## config.mk

```make
export PLATFORM = sky130hd
export DESIGN_NAME = apb_reg_slave
export DESIGN_NICKNAME = d
export VERILOG_FILES = /design/src/rtl/apb_reg_pkg.sv /design/src/rtl/apb_reg_bank.sv /design/src/rtl/apb_reg_slave.sv
export SDC_FILE = /design/constraint.sdc
export NUM_CORES = 1
export LEC_CHECK = 0
export CAP_MARGIN = 20
export CORE_MARGIN = 2
export CORE_UTILIZATION = 30
export DETAILED_ROUTE_END_ITERATION = 16
export PLACE_DENSITY = 0.58
export SKIP_LAST_GASP = 1
export SLEW_MARGIN = 20
export SYNTH_ARGS = -nofsm -noshare
export SYNTH_HDL_FRONTEND = slang
export SYNTH_SLANG_ARGS = --single-unit
```

## constraint.sdc

```tcl
create_clock -name clk -period 5.2 [get_ports clk]
set_input_delay 1.04 -clock clk [delete_from_list [all_inputs] [get_ports clk]]
set_output_delay 1.04 -clock clk [all_outputs]
set_load 0.1 [all_outputs]
```

## src/rtl/apb_reg_pkg.sv

```systemverilog
// Shared constants and types for the APB register slave and its register bank.
package apb_reg_pkg;

    localparam int APB_DW   = 32;
    localparam int ADDR_LSB = 2;

    localparam logic [APB_DW-1:0] ID_VALUE_DEFAULT = 32'hA5B0_0001;

    typedef enum logic [1:0] {
        IDLE = 2'd0,
        WAIT = 2'd1,
        DONE = 2'd2
    } apb_state_e;

    // Register index width; never below one bit so port widths stay legal.
    function automatic int idx_width(input int nregs);
        return (nregs > 1) ? $clog2(nregs) : 1;
    endfunction

endpackage

```

## src/rtl/apb_reg_bank.sv

```systemverilog
// Register array behind the APB slave: read-only ID at index 0, writable
// registers above it, a combinational read mux and one-cycle write strobes.
module apb_reg_bank
    import apb_reg_pkg::*;
#(
    parameter int                NREGS    = 8,
    parameter logic [APB_DW-1:0] ID_VALUE = ID_VALUE_DEFAULT,
    localparam int               IDX_W    = idx_width(NREGS)
) (
    input  logic                    clk,
    input  logic                    rst,
    input  logic                    wr_en,
    input  logic [IDX_W-1:0]        wr_idx,
    input  logic [APB_DW-1:0]       wr_data,
    input  logic [IDX_W-1:0]        rd_idx,
    output logic [APB_DW-1:0]       rd_data,
    output logic [NREGS*APB_DW-1:0] regs_q,
    output logic [NREGS-1:0]        wr_pulse
);

    localparam int TBL_N = 1 << IDX_W;

    logic [APB_DW-1:0] mem [1:NREGS-1];
    logic [APB_DW-1:0] rd_tbl [TBL_N];

    // NOTE: the register file is small control state that downstream logic
    // observes directly, so every entry is reset rather than left undefined.
    always_ff @(posedge clk) begin
        if (rst) begin
            for (int i = 1; i < NREGS; i++) begin
                mem[i] <= '0;
            end
            wr_pulse <= '0;
        end else begin
            wr_pulse <= '0;
            for (int i = 1; i < NREGS; i++) begin
                if (wr_en && wr_idx == IDX_W'(i)) begin
                    mem[i]      <= wr_data;
                    wr_pulse[i] <= 1'b1;
                end
            end
        end
    end

    // Table padded to a power of two so any index value selects something.
    for (genvar g = 0; g < TBL_N; g++) begin : g_tbl
        if (g == 0) begin : g_id
            assign rd_tbl[g] = ID_VALUE;
        end else if (g < NREGS) begin : g_reg
            assign rd_tbl[g] = mem[g];
        end else begin : g_pad
            assign rd_tbl[g] = '0;
        end
    end

    for (genvar g = 0; g < NREGS; g++) begin : g_flat
        assign regs_q[g*APB_DW +: APB_DW] = rd_tbl[g];
    end

    assign rd_data = rd_tbl[rd_idx];

endmodule

```

## src/rtl/apb_reg_slave.sv

```systemverilog
// APB3 completer: address decode, wait-state FSM and registered response,
// fronting the apb_reg_bank register array.
module apb_reg_slave
    import apb_reg_pkg::*;
#(
    parameter int                NREGS       = 8,
    parameter int                WAIT_CYCLES = 1,
    parameter logic [APB_DW-1:0] ID_VALUE    = ID_VALUE_DEFAULT
) (
    input  logic                    clk,
    input  logic                    rst,
    input  logic                    psel,
    input  logic                    penable,
    input  logic                    pwrite,
    input  logic [APB_DW-1:0]       paddr,
    input  logic [APB_DW-1:0]       pwdata,
    output logic [APB_DW-1:0]       prdata,
    output logic                    pready,
    output logic                    pslverr,
    output logic [NREGS*APB_DW-1:0] regs_q,
    output logic [NREGS-1:0]        wr_pulse
);

    localparam int          IDX_W    = idx_width(NREGS);
    localparam int          WORD_W   = APB_DW - ADDR_LSB;
    localparam logic [3:0]  CNT_INIT = (WAIT_CYCLES == 0) ? 4'd0 : 4'(WAIT_CYCLES - 1);

    localparam logic [1:0] ST_IDLE = IDLE;
    localparam logic [1:0] ST_WAIT = WAIT;
    localparam logic [1:0] ST_DONE = DONE;

    logic [1:0]        state;
    logic [3:0]        cnt;
    logic [IDX_W-1:0]  lat_idx;
    logic              lat_write;
    logic              lat_err;

    logic [WORD_W-1:0] dec_word;
    logic [IDX_W-1:0]  dec_idx;
    logic              dec_err;
    logic [IDX_W-1:0]  rd_idx;
    logic [APB_DW-1:0] rd_data;
    logic              wr_en;

    assign dec_word = paddr[APB_DW-1:ADDR_LSB];
    assign dec_idx  = paddr[ADDR_LSB +: IDX_W];
    assign dec_err  = (paddr[ADDR_LSB-1:0] != '0)
                    || (dec_word >= WORD_W'(NREGS))
                    || (pwrite && dec_word == '0);

    // In IDLE the zero-wait path loads read data straight from the live decode.
    assign rd_idx = (state == ST_IDLE) ? dec_idx : lat_idx;
    assign wr_en  = (state == ST_DONE) && psel && penable && lat_write && !lat_err;

    // NOTE: all state below updates with non-blocking assignments so every
    // register samples pre-edge values regardless of statement order.
    always_ff @(posedge clk) begin
        if (rst) begin
            state     <= ST_IDLE;
            cnt       <= '0;
            lat_idx   <= '0;
            lat_write <= 1'b0;
            lat_err   <= 1'b0;
            pready    <= 1'b0;
            pslverr   <= 1'b0;
            prdata    <= '0;
        end else begin
            case (state)
                ST_IDLE: begin
                    if (psel && !penable) begin
                        lat_idx   <= dec_idx;
                        lat_write <= pwrite;
                        lat_err   <= dec_err;
                        if (WAIT_CYCLES == 0) begin
                            state   <= ST_DONE;
                            pready  <= 1'b1;
                            pslverr <= dec_err;
                            prdata  <= (!pwrite && !dec_err) ? rd_data : '0;
                        end else begin
                            state <= ST_WAIT;
                            cnt   <= CNT_INIT;
                        end
                    end
                end
                ST_WAIT: begin
                    if (!psel) begin
                        state <= ST_IDLE;
                    end else if (cnt == '0) begin
                        state   <= ST_DONE;
                        pready  <= 1'b1;
                        pslverr <= lat_err;
                        prdata  <= (!lat_write && !lat_err) ? rd_data : '0;
                    end else begin
                        cnt <= cnt - 4'd1;
                    end
                end
                ST_DONE: begin
                    // Completion and abort both clear the response; only
                    // completion commits a write, via wr_en into the bank.
                    if (!psel || penable) begin
                        state   <= ST_IDLE;
                        pready  <= 1'b0;
                        pslverr <= 1'b0;
                        prdata  <= '0;
                    end
                end
                default: begin
                    state   <= ST_IDLE;
                    pready  <= 1'b0;
                    pslverr <= 1'b0;
                    prdata  <= '0;
                end
            endcase
        end
    end

    apb_reg_bank #(
        .NREGS    (NREGS),
        .ID_VALUE (ID_VALUE)
    ) u_bank (
        .clk      (clk),
        .rst      (rst),
        .wr_en    (wr_en),
        .wr_idx   (lat_idx),
        .wr_data  (pwdata),
        .rd_idx   (rd_idx),
        .rd_data  (rd_data),
        .regs_q   (regs_q),
        .wr_pulse (wr_pulse)
    );

endmodule

```

Word level (Yosys, flattened, before mapping)
Memories as Yosys holds them, arrays and structs flattened. Cells that the tools add are included.

Add/sub/neg operators: 1. Order comparisons: 2. Equal/unequal tests: 15. Multiplexer cells: 55. Bitwise gates (word level): 9. Reductions and logical operators: 30.

Operators with widths (count): 32-bit two-way mux (13); 32-bit binary-select mux with 3-bit select (1); 32-bit one-hot mux with 3 select lines (1); 30-bit by 4-bit greater-or-equal comparator with 1-bit output, second input constant (1); 30-bit logical NOT (1); 1-bit two-way mux (28); 1-bit logical AND (14); 3-bit == test, second input constant (4); 4-bit two-way mux (3); 2-bit two-way mux (4); 4-bit one-hot mux with 2 select lines (1); 4-bit AND reduction (2); 1-bit bitwise OR (7); 3-bit by 2-bit == test with 1-bit output, second input constant (2); 2-bit inequality test, second input constant (3); 1-bit one-hot mux with 3 select lines (2); 2-bit one-hot mux with 3 select lines (1); 4-bit greater-or-equal comparator, second input constant (1); 1-bit logical NOT (4); 4-bit logical NOT (1); 2-bit by 1-bit inequality test with 1-bit output, second input constant (2); 3-bit inverter with 4-bit output (1); 2-bit nonzero test (2); 4-bit by 1-bit subtractor with 4-bit output, second input constant (1); other kinds (10) (12).

Flip-flop bits (word level): 53. Memory bits (writable): 224. Input bits: 69. Output and inout port bits: 298. Logic and storage cells: 123. Memories: 1.

Memory list: u_bank.mem (depth 7, bits a word 32, rd ports 7, clocked after Yosys merged registers in 0, write ports 7, RTL line apb_reg_bank.sv:23) `logic [APB_DW-1:0] mem [1:NREGS-1];`.

Logic depth before layout (Yosys ltp)
Gate-level depths: netlist (run 1).

Word-level depth: 10. Mapped depth: 9. Depth with buffers taken out: 7.

By module
A second synthesis (run 1) with hierarchy kept.

Cell total of the unflattened synthesis: 958. Area, all modules: 12854.8 um^2.

Modules (own cells, without submodules): apb_reg_bank (instances 1, cells an instance 733, area each 10966.8 um^2, sequential area each 6866.6 um^2); apb_reg_slave (instances 1, cells an instance 225, area each 1888.1 um^2, sequential area each 900.9 um^2).

Least setup slack after synthesis (run 1)
No wires, ideal clock.

Path type: input -> register. Start point: in penable. End point: reg u_bank.mem[0][64] (netlist name). Library setup time: 0.470 ns. Data arrival time: 3.727 ns. Data required time: 4.730 ns. Path slack: 1.003 ns. Stages on the path: 3. Buffers on the path: 0. Path through: and3_1 -> nand2_1 -> o31ai_1.

RTL lines: start, declared (RTL line apb_reg_slave.sv:13) `input logic penable,`.

==> results.ini, run 1 <==
[sta]
fin_crit_sh_pct = 64.22
timing.fmax_ghz = 0.2995
finalHoldViolCount = 0
clock_skew_ns = 0.01941
final_max_slew_viol_count = 0
post-route-min-period_ns = 3.339
setup_viol = 0
whs_ns = 0.4647
maxSlewHeadroom_pct = 25.06
rsz0062_at_grt = false
setup_tns_ns = 0
worst_pin_slew_ns = 1.121
final.setup.worst_slack_ns = 1.861

[route]
firstDrtPassIters = 5
wl_um = 44990
avgRoutedWirePerCell_um = 24.28
drc = 0
antenna_left = 0
via_count = 9126
initialDrtViolationCount = 744
drt-vias-per-instance = 4.925

[floorplan]
fp.dieW_um = 206.9
die-area_um2 = 42790
io_pins = 367
fp.coreArea_um2 = 40740
fp.dieH_um = 206.9
rows = 74
initial_utilization_pct = 30.30

[pwr]
ir_drop_uv = 227.3
p_switching_mw = 1.832
p_leak_nw = 6.250
power.density_nw_per_um2 = 331.6
power.internal_mw = 3.887
p_total_mw = 5.719
seq_power_share_pct = 43.9
power_frac_clock_pct = 36.6
power_switching_share_pct = 32.04
pwr-share-comb_pct = 19.5

[layout]
fin_area_um2 = 17250
syn2layout_area_growth_pct = 39.72
final_cell_count_no_fill = 1853
fill_cells = 3844
nets = 1366
layout-drive-gt1-share_pct = 7.506
fin_util_pct = 42.34

[setup_path]
critPathLaunchType = input pin
reg2reg_from = state[1]
cp.required_ns = 5.62
cp_max_fo = 33
max_stage_delay_ns = 0.85
critical_path_class = input pin to flop
worst_path_max_delay_cell = nor2_4
worstSetupStartpoint = rst
path_cells = clkdlybuf4s50_1 > buf_4 > inv_1 > nand3_1 > nor2_4 > and2_1
critPathCaptureType = flop
cp.arrival_ns = 3.76

[worst_hold_path]
holdCritStartpoint = pready
hp-class = flop to flop

[placement]
gp_congestion = 0.7642
dp_cells = 1793
dpl-instance-area_um2 = 16270
io_buffers = 333
dp_hpwl_um = 29640
place_worst_setup_slack_ns = 1.282

[clocking]
clock-sinks = 276
htree_levels = 1
postCtsHoldBufs = 0
clk_latency_ns = 0.57
clk_pin_slew_ns = 0.06
clk_path_buf_depth = 3
cts_buffers = 31
root_buffer = clkbuf_16
ctsResizeCount = 0
cts_tree = done
postCtsSetupBuffers = 0

[synthesis]
yosysMostFrequentCell = and2_1
synth_commonest_cells = and2_1, edfxtp_1, nand2_1
ys_seq_area_share_pct = 62.92
yosys.area.top_type = edfxtp_1
ys_ff_latch = 276
avgSynthCellArea_um2 = 12.67
synth_cell_types = 58
syn_area_um2 = 12340
synthCells = 974
yosysWarnings = 0
synth_top_area_share_pct = 54.49
async_flop_share_pct = 0
synth.area.top_cells = edfxtp_1, and2_1, dfxtp_1
synth_edf_count = 224
synth_ff_type = edfxtp_1

[global_route]
grt_antenna_before_repair = 1
grt.total_usage_pct = 20.50
grt_remaining_overflow = 0
grt_first_pass_wirelength_um = 63600
grt_pass1_vias = 9209
grt_max_degree = 51

[run_status]
status = finished, final reports clean

[run]
maxCapViolCount = 0

layout make-up:
type	count	area, um2	area share (%)
antenna	2	5.005	0.02902
tap	532	665.6	3.859
sequential	276	7767	45.03
clock buffer	38	802.0	4.650
multi-input combinational	628	4289	24.87
inverter	7	26.28	0.1523
timing repair buffer	351	3545	20.55
clock inverter	19	147.6	0.8560
sequential cells by signal, indices dropped and copies added, names as in the netlist, 2 cells and up:
| signal | flops |
|---|---|
| u_bank.mem | 224 |
| prdata | 32 |
| u_bank.wr_pulse | 7 |
| cnt | 4 |
| lat_idx | 3 |
| state | 2 |
placed cells by master (no fill, tap or decap), types with 31 or more instances in the layout:
cell | netlist | final
clkdlybuf4s50_1 | 0 | 333
and2_1 | 227 | 226
edfxtp_1 | 224 | 224
nand2_1 | 73 | 72
mux2i_1 | 70 | 69
dfxtp_1 | 52 | 52
a21oi_1 | 36 | 36
conb_1 | 2 | 33
clkbuf_16 | 0 | 31
kinds of logic after synthesis:
family                     synth area share, %
AOI/OAI and AO/OA                        8.626
xor gates and xnor gates                0.1419
adders and majority gates               0.2027
buffers and inverters                    4.673
DFF                                      62.92
muxes                                    6.041
other                                  0.06084
and+or+nand+nor                          17.33
critical path, delay by kind of cell:
family	cells	cell delay [ns]
buffers and inverters	3	1.16
AND/OR/NAND/NOR	3	1.53
worst paths after layout:
kind / endpoint / cells past startpoint / slack, ns
worst max-delay path: u_bank.mem[1][100] / 6 / 1.86
worst min-delay path: pready / 2 / 0.46
worst max register to register: u_bank.mem[1][10] / 5 / 2.21
worst min register to register: pready / 2 / 0.46
power groups by stage:
| stage | registers [mW] | logic [mW] | clock network [mW] |
|---|---|---|---|
| 2_1_floorplan | 3.02 | 0.332 | 0 |
| 3_3_place_gp | 2.56 | 1.11 | 0 |
| 3_5_place_dp | 2.56 | 1.11 | 0 |
| 4_1_cts | 2.51 | 1.12 | 2.12 |
| 5_1_grt | 2.52 | 1.16 | 2.20 |
| 6_report | 2.51 | 1.11 | 2.09 |
layer usage:
metal  GRT usage, %  vias up  wire length (um)
met5              0        -                14
met2          34.13      419             21720
met3          3.799       56              3569
met1          27.55     4533             18870
li1               -     4116                 -
met4          5.193        2               816
(Power assumes the default switching activity.)
==> run 2: changes to the inputs <==
--- a/config.mk
+++ b/config.mk
@@ -9,7 +9,7 @@
 export CORE_MARGIN = 2
 export CORE_UTILIZATION = 30
 export DETAILED_ROUTE_END_ITERATION = 16
-export PLACE_DENSITY = 0.58
+export PLACE_DENSITY = 0.6
 export SKIP_LAST_GASP = 1
 export SLEW_MARGIN = 20
 export SYNTH_ARGS = -nofsm -noshare
==> constraint.sdc (replaced) <==
create_clock -name clk -period 3 [get_ports clk]
set_input_delay 0.6 -clock clk [delete_from_list [all_inputs] [get_ports clk]]
set_output_delay 0.6 -clock clk [all_outputs]
set_load 0.1 [all_outputs]
==> run 2 against run 1 <==
Combinational power increased by 76%. Final cell count increased by 1.8%. Total power increased by 77%. Non-clock buffer count increased by 32. Die area unchanged. Critical path depth unchanged. Worst setup slack got worse by 1.2 ns. Critical path type is now flop to flop. Hold slack about the same.
==> results.ini, run 2 (synthesis gave the netlist of run 1 again) <==
[run_status]
status = finished, final reports clean

[layout]
nets = 1401  ; +2.6%
largest_reg_flops = 224  ; unchanged
syn2layout_area_growth_pct = 37.72
fin_area_um2 = 17000  ; -1.4%
fill_cells = 3853  ; +0.23%
final_common_cell = buf_4
antenna_cells = 0  ; -2
largestRegisters = u_bank.mem x224, prdata x32, u_bank.wr_pulse x7
layout-drive-gt1-share_pct = 29.08  ; +22 points
top_register = u_bank.mem
mostFrequentLayoutCells = buf_4, and2_1, edfxtp_1

[clocking]
clock-sinks = 276  ; unchanged
postCtsHoldBufs = 0  ; unchanged
htree_levels = 2  ; +1
clk_latency_ns = 0.54  ; -0.03 ns
root_buffer = clkbuf_16
clk_path_buf_depth = 3  ; unchanged
cts_buffers = 34  ; +9.7%
cts_tree = done
clk_pin_slew_ns = 0.06  ; about the same
ctsResizeCount = 0  ; unchanged
postCtsSetupBuffers = 0  ; unchanged

[sta]
timing.fmax_ghz = 0.4209
fin_crit_sh_pct = 79.20
clock_skew_ns = 0.02521  ; +0.005805 ns
whs_ns = 0.4644  ; -0.0002120 ns
finalHoldViolCount = 0  ; unchanged
worst_pin_slew_ns = 0.9932  ; -0.1282 ns
maxSlewHeadroom_pct = 33.54  ; +8.5 points
rsz0062_at_grt = false
post-route-min-period_ns = 2.376
final_max_slew_viol_count = 0  ; unchanged
setup_viol = 0  ; unchanged

[setup_path]
crit_cells = 6  ; unchanged
critPathLaunchType = flop
worst_path_max_delay_cell = mux2i_4
reg2reg_depth = 6  ; +1
cp.arrival_ns = 2.84  ; -0.92 ns
critical_path_class = flop to flop
max_stage_delay_ns = 0.61  ; -0.24 ns
cp_max_fo = 14  ; -58%
critPathBufInv = 1  ; -2
reg2reg_slack_ns = 0.62  ; -1.59 ns
critPathCaptureType = flop
crit_family = multiplexers
cp.required_ns = 3.46  ; -2.16 ns
path_cells = nor2_2 > mux2i_4 > buf_4 > nand2_1 > a32oi_1 > a32o_1

[pwr]
p_leak_nw = 6.852  ; +9.6%
p_total_mw = 10.13  ; +77%
power.density_nw_per_um2 = 596.1  ; +80%
ir_drop_uv = 480.6  ; +110%

[floorplan]
io_pins = 367  ; unchanged
fp.coreArea_um2 = 40740  ; unchanged
fp.dieH_um = 206.9  ; unchanged
rows = 74  ; unchanged
initial_utilization_pct = 30.30  ; unchanged
fp.dieW_um = 206.9  ; unchanged
die-area_um2 = 42790  ; unchanged

[worst_hold_path]
hold_depth = 1  ; -1
hp-class = flop to flop

[route]
drc = 0  ; unchanged
antenna_left = 0  ; unchanged
avgRoutedWirePerCell_um = 24.00  ; -1.1%
firstDrtPassIters = 6  ; +1
via_count = 9242  ; +1.3%
initialDrtViolationCount = 641  ; -14%
wl_um = 45290  ; +0.68%
drt-vias-per-instance = 4.898  ; -0.55%

[run]
maxCapViolCount = 0  ; unchanged

[placement]
gp_congestion = 0.8181  ; +7.1%
io_buffers = 333  ; unchanged
dpl-instance-area_um2 = 15980  ; -1.7%
dp_hpwl_um = 30740  ; +3.7%

[global_route]
grt.total_usage_pct = 20.63  ; +0.13 points
grt_pass1_vias = 9200  ; -0.098%
grt_remaining_overflow = 0  ; unchanged
grt_first_pass_wirelength_um = 62810  ; -1.2%
grt_max_degree = 37  ; -27%
grt_antenna_before_repair = 2  ; +1

## run 2: changes by cell type in the layout (fill, tap and decap cells not counted), moves of 2 or more
| cell | change |
|---|---|
| buf_12 | +12 |
| buf_4 | +289 |
| buf_8 | -2 |
| clkbuf_1 | +11 |
| clkbuf_16 | +4 |
| clkdlybuf4s50_1 | -265 |
| clkinv_1 | -5 |
| clkinv_2 | -4 |
| clkinvlp_4 | -2 |
| diode_2 | -2 |
## run 2: through the flow
| stage | worst slack [ns] | std cells | utilization [%] | TNS (ns) |
|---|---|---|---|---|
| 2_1_floorplan | -0.6593 | 1005 | - | -103.87 |
| 3_5_place_dp | 0.2106 | 1826 | 39.23 | 0 |
| 3_3_place_gp | 0.2781 | 1826 | 39.23 | 0 |
| 4_1_cts | 0.6085 | 1887 | 41.73 | 0 |
| 5_1_grt | 0.4949 | 1887 | 41.73 | 0 |
| 6_report | 0.6239 | 1887 | 41.73 | 0 |
## run 2: report_power, final
part           switching (mW)  total [mW]  internal, mW  leakage (nW)
Combinational            1.52        1.95         0.429          3.63
Sequential             0.0967        4.35          4.25          2.74
Clock                    1.58        3.84          2.26         0.488
## run 2: metal layers
layer | wire length [um] | GRT usage, %
met3 | 4067 | 6.013
met4 | 1457 | 7.548
met2 | 21860 | 34.18
met1 | 17890 | 25.54
met5 | 11 | 0
## run 2: worst paths after layout
path | from | to
min reg2reg | prdata[11] | prdata[11]
min | prdata[11] | prdata[11]
max reg2reg | state[0] | prdata[16]
max | state[0] | prdata[16]
## run 2: final cells by class
cell class                 instances  area [um2]  share of cell area (%)
sequential                       276        7767                   45.69
multi-input combinational        628        4289                   25.23
timing repair buffer             383        3233                   19.02
clock buffer                      53       943.4                   5.549
tap                              532       665.6                   3.915
clock inverter                     8       75.07                  0.4416
inverter                           7       26.28                  0.1546
